## src/rtl/seq_divider_unit.sv

```systemverilog
// Unsigned sequential restoring divider: Q = A / B, R = A % B.
// One quotient bit is produced per clock. A zero divisor short-circuits
// straight to the result cycle with Q = all ones, R = A and div_by_zero set.
//
// Handshake: start is sampled only on an edge where busy=0 (IDLE or the
// one-cycle DONE state); A/B are captured on that same edge. done pulses for
// exactly one cycle when Q/R/div_by_zero hold a fresh result. Those outputs
// then hold until the next result. A start seen while busy=1 is ignored.
// The FSM state is fully visible on the outputs: busy=1 means CALC, done=1
// means DONE, and both low means IDLE.
module seq_divider_unit #(
  parameter int WIDTH = 4
) (
  input  logic             clk,
  input  logic             rst_n,
  input  logic             start,
  input  logic [WIDTH-1:0] A,
  input  logic [WIDTH-1:0] B,
  output logic             busy,
  output logic             done,
  output logic [WIDTH-1:0] Q,
  output logic [WIDTH-1:0] R,
  output logic             div_by_zero
);

  localparam int CW = $clog2(WIDTH + 1);

  typedef enum logic [1:0] {
    IDLE = 2'd0,
    CALC = 2'd1,
    DONE = 2'd2
  } state_t;

  state_t           state, state_next;
  logic [WIDTH-1:0] bv;
  logic [WIDTH-1:0] wq;
  logic [WIDTH:0]   wr;
  logic [CW-1:0]    cnt;

  logic             accept;
  logic             last_iter;
  logic             b_zero;
  logic [WIDTH:0]   t;
  logic [WIDTH:0]   d;
  logic [WIDTH-1:0] wq_nx;
  logic [WIDTH:0]   wr_nx;

  // The partial remainder always stays below the divisor, so the top bit of
  // wr is zero after every step; it only exists to hold the trial result.
  logic             unused_wr_msb;
  assign unused_wr_msb = wr[WIDTH];

  assign accept    = start && (state != CALC);
  assign b_zero    = (B == '0);
  assign last_iter = (cnt == CW'(1));

  // One restoring step: shift, trial subtract, keep or restore.
  always_comb begin
    t     = {wr[WIDTH-1:0], wq[WIDTH-1]};
    d     = t - {1'b0, bv};
    wq_nx = {wq[WIDTH-2:0], ~d[WIDTH]};
    wr_nx = d[WIDTH] ? t : d;
  end

  // FSM state register.
  always_ff @(posedge clk or negedge rst_n) begin
    if (!rst_n) state <= IDLE;
    else        state <= state_next;
  end

  // Next-state decode.
  always_comb begin
    state_next = state;
    case (state)
      IDLE, DONE: begin
        if (start) state_next = b_zero ? DONE : CALC;
        else       state_next = IDLE;
      end
      CALC:    if (last_iter) state_next = DONE;
      default: state_next = IDLE;
    endcase
  end

  assign busy = (state == CALC);
  assign done = (state == DONE);

  // Working registers and result registers; results move only on entry to DONE.
  always_ff @(posedge clk or negedge rst_n) begin
    if (!rst_n) begin
      bv          <= '0;
      wq          <= '0;
      wr          <= '0;
      cnt         <= '0;
      Q           <= '0;
      R           <= '0;
      div_by_zero <= 1'b0;
    end else if (accept) begin
      bv  <= B;
      wq  <= A;
      wr  <= '0;
      cnt <= CW'(WIDTH);
      if (b_zero) begin
        Q           <= '1;
        R           <= A;
        div_by_zero <= 1'b1;
      end
    end else if (state == CALC) begin
      wq  <= wq_nx;
      wr  <= wr_nx;
      cnt <= cnt - CW'(1);
      if (last_iter) begin
        Q           <= wq_nx;
        R           <= wr_nx[WIDTH-1:0];
        div_by_zero <= 1'b0;
      end
    end
  end

endmodule

```

## config.mk

```make
export PLATFORM = sky130hd
export DESIGN_NAME = seq_divider_unit
export DESIGN_NICKNAME = d
export VERILOG_FILES = /design/src/rtl/seq_divider_unit.sv
export SDC_FILE = /design/constraint.sdc
export NUM_CORES = 1
export LEC_CHECK = 0
export BUFFER_PORTS_ARGS = -buffer_cell sky130_fd_sc_hd__buf_2
export CORE_MARGIN = 4
export CORE_UTILIZATION = 55
export DETAILED_ROUTE_END_ITERATION = 6
export PLACE_DENSITY = 0.78
export SYNTH_ARGS = -nofsm -noshare
export SYNTH_HDL_FRONTEND = slang
export SYNTH_SLANG_ARGS = --single-unit
```

## constraint.sdc

```tcl
create_clock -name clk -period 4.55 [get_ports clk]
set_clock_uncertainty 0.05 [all_clocks]
set_input_delay 0.91 -clock clk [delete_from_list [all_inputs] [get_ports clk]]
set_output_delay 0.91 -clock clk [all_outputs]
set_load 0.005 [all_outputs]
```

# Yosys cells after proc, flatten, opt, wreduce, memory -nomap -nowiden
# Cells that the tools add are included.
# Widths: inputs -> output; s select.
# word_totals
reg_bits	26
latch_bits	0
ram_bits	0
romBits	0
mem_count	0
# classes
addsub	2
multipliers	0
n_div	0
magnitude_cmp	0
n_eq_ne	6
n_shift	0
mux	23
bitwise	1
reduce_logical	7
# ops
cell	count
$mux 4	13
$mux 2	3
$mux 3	2
$ne 2x1->1 const B	3
$sub 5x4->5	1
$logic_not 4->1	1
$mux 1	4
$pmux 2 s2	1
$reduce_bool 2->1	2
$eq 3x1->1 const B	1
$reduce_and 3->1	1
$sub 3x1->3 const B	1
$eq 2x1->1 const B	1
$eq 2x2->1 const B	1
$logic_not 2->1	1
$reduce_or 2->1	1
$logic_and 1x1->1	1
$not 1->1	1

# Logic depth before layout (Yosys ltp)
# depth
ltp_word	5
mapped_depth	8
depth_no_buf	8

# Worst setup path after synthesis
# Ideal clock, no wire load.
# synth_timing
path_type	reg-to-reg
startpoint	register wq[3]
endpoint	register R[2]
setup_time_ns	0.132
arrival_time_ns	1.992
required_time_ns	4.368
path_slack_ns	2.376
path_stages_with_launch	9
period_less_slack_ns	2.174
path_cell_list	dfrtp_1 inv_1 ha_1 fa_1 nand2b_2 a21oi_4 xor2_4 mux2i_1 a211oi_2
# synth_via
elab_chain_len	5
# synth_rtl
item	line	source
from (decl)	36	logic [WIDTH-1:0] wq;
from (signal assigned)	108	wq <= wq_nx;
$sub 5x4->5	60	d = t - {1'b0, bv};
$mux 4	62	wr_nx = d[WIDTH] ? t : d;
$mux 4	111	if (last_iter) begin
$mux 4	107	end else if (state == CALC) begin
$mux 4	97	end else if (accept) begin
to (signal assigned)	113	R <= wr_nx[WIDTH-1:0];
to (decl)	22	output logic [WIDTH-1:0] R,
# No other way between the ends. The select of a mux whose other input is x is not followed.
# A chain may end at the register's enable or synchronous reset.

# Worst setup path in the final report
# Ends and elaborated chain as after synthesis.

==> flow_summary.yaml <==
setup_path:
  path_cells: "inv_1, ha_1, fa_1, nand2b_2, a21oi_4, xor2_4, mux2i_1, a211oi_2"
  worst-setup-path-type: "register to register"
  critPathBufInv: 1
  crit_path_end_kind: "register"
  crit_required_ns: 4.71
  arrival_ns: 2.66
  path_max_fanout: 7
  crit_family: "adder cells"
  rrSetupSlack_ns: 2.05
  start_kind: "register"
  crit_path_max_incr_delay_ns: 0.40
  crit_path_top_delay_cell: "dfrtp_1"
floorplan:
  initial_utilization: 0.601
  core-area_mm2: 0.00232
  rows: 17
  fp.dieW_um: 58.3
  die_y_um: 58.3
  ioPinCount: 22
  die_area_mm2: 0.00340
timing:
  tns_ns: 0
  finalHoldViolCount: 0
  rsz0062_at_grt: "false"
  relSlewSlack: 0.491
  worstMarginPinSlew_ns: 0.759
  fmax_mhz: 401
  period_minus_slack_ns: 2.50
  setup_viol: 0
  worst_slack_ns: 2.05
  slew_violations: 0
  fin_crit_sh: 0.548
cts:
  htreeDepth: 1
  postCtsHoldBufs: 0
  path_clk_slew_ns: 0.14
  clock-sinks: 26
  numCtsBuffers: 3
  cts_tree: "done"
  root_buffer: "clkbuf_4"
  post_cts_buffers: 0
  clock_path_buffers: 2
  clk_latency_ns: 0.31
  cts_resized: 0
grt:
  antenna_found_initial: 0
  grt_pass1_wl_mm: 4.65
  grt_max_degree: 27
  grtUsageTotal: 0.174
  grt_overflow: 0
  grt_pass1_vias: 1071
logic_synthesis:
  synth_area_leader_cell: "dfrtp_1"
  synth_cells: 139
  yosysWarnings: 0
  synthTopCellsByArea: "dfrtp_1, ha_1, mux2i_1"
  synth_area_mm2: 0.00139
  syn_nets: 157
  synth_area_per_cell_um2: 10.0
  synth_cell_types: 39
  ys_seq_elements: 26
  async_reset_ff_frac: 1.00
  synth_edf_count: 0
  yosysSeqAreaShare: 0.467
  synth_top_area_frac: 0.467
  synth_ff_type: "dfrtp_1"
  synthTopCellsByCount: "dfrtp_1, nand2_1, o21ai_0"
  synth.most_common_cell: "dfrtp_1"
routing:
  drc_errors: 0
  dr.pass1.iters: 4
  via_count: 1092
  drt_iter0_drc: 46
  antenna_violating_nets_post_route: 0
  wl_mm: 2.76
  post_drt_wl_per_cell_um: 14.8
  viasPerCell: 5.87
final_layout:
  nets: 177
  drive_above_1_share: 0.203
  antenna_cells: 0
  n_fill_cell: 197
  areaGrowthSynthToFinish_pct: 10.4
placed_design:
  portBuffers: 21
  globalplace.congestion: 0.826
  dp_hpwl_mm: 2.06
  pre_cts_slack_ns: 1.89
pwr:
  worst_ir_drop_vdd_mv: 0.463
  power.share.clock: 0.094
  p_switching_uw: 542
  combPwrFrac: 0.559
  p_int_uw: 689
  p_leak_uw: 0.000702
  power.density_mw_per_mm2: 801
  seqPwrFrac: 0.347
  swShare: 0.440
hold_path:
  min_path_type: "register to register"
status:
  status: "completed"
job:
  cap_violations: 0
## worst paths after layout
| kind | startpoint | to | depth (start not counted) |
|---|---|---|---|
| max | wq[3] | R[2] | 8 |
| min | Q[0] | Q[0] | 1 |
| max reg2reg | wq[3] | R[2] | 8 |
| min reg2reg | Q[0] | Q[0] | 1 |
| max in group asynchronous | rst_n | wq[2] | 1 |
| min in group asynchronous | rst_n | wr[1] | 1 |
## flip-flops by register name (all words and copies together), names as in the netlist
| name | flops |
|---|---|
| cnt | 3 |
| bv | 4 |
| R | 4 |
| wr | 4 |
| state | 2 |
| wq | 4 |
| div_by_zero | 1 |
| Q | 4 |
## per-stage QoR
stage	power (µW)	cells	util	hold WS (ns)	cell area, µm²
6_report	1230	186	0.663	0.450	1540
5_1_grt	1340	186	0.663	0.484	1540
3_5_place_dp	1120	182	0.648	0.422	1500
2_1_floorplan	953	139	-	0.402	1390
4_1_cts	1240	186	0.663	0.452	1540
3_3_place_gp	1090	182	0.648	0.422	1500
## cells by family after synthesis
family	count (synthesis)	synth area share
DFF	26	0.467
adders and majority gates	7	0.0683
xor gates and xnor gates	3	0.0323
buffers and inverters	15	0.0467
muxes	7	0.0503
and+or+nand+nor	46	0.162
AOI/OAI and AO/OA	35	0.173
## power groups by stage
stage          Sequential (µW)  Clock, µW  Combinational [µW]
6_report                   427        116                 688
4_1_cts                    426        119                 693
3_5_place_dp               431          0                 690
5_1_grt                    442        128                 774
2_1_floorplan              408          0                 546
3_3_place_gp               425          0                 667
## final cells by class
| type | count | area, µm² | share of cell area |
|---|---|---|---|
| Timing Repair Buffer | 21 | 105 | 0.0683 |
| Sequential cell | 26 | 651 | 0.423 |
| Inverter | 9 | 33.8 | 0.0220 |
| Multi-Input combinational cell | 98 | 677 | 0.440 |
| Clock buffer | 4 | 36.3 | 0.0236 |
| Tap cell | 28 | 35.0 | 0.0228 |
## layout by cell type (no fill, tap or decap), types with 2 or more instances in the layout
cell | synthesis | routed
o21ai_0 | 13 | 13
a41oi_1 | 2 | 2
and3_1 | 2 | 2
nand3_1 | 2 | 2
ha_1 | 6 | 6
o22a_1 | 4 | 4
clkbuf_4 | 0 | 3
nand2b_1 | 2 | 2
nor2b_1 | 2 | 2
nand2_1 | 18 | 18
a21oi_1 | 2 | 2
dfrtp_1 | 26 | 26
nor4b_1 | 2 | 2
nor4_1 | 2 | 2
nor3_1 | 2 | 2
mux2i_1 | 7 | 7
a211oi_1 | 3 | 3
inv_1 | 8 | 8
buf_2 | 3 | 21
nor2_1 | 10 | 10
a31oi_1 | 3 | 3
a22o_1 | 2 | 2
## metal layers
metal  wire length (µm)  vias to the layer above  GRT usage
met5                  0                        -          0
met4                 19                        0     0.0397
met3                154                        4     0.0373
met2               1310                       35      0.301
met1               1280                      527      0.223
li1                   -                      526          -
No activity file was read; power rests on OpenSTA's default activity.
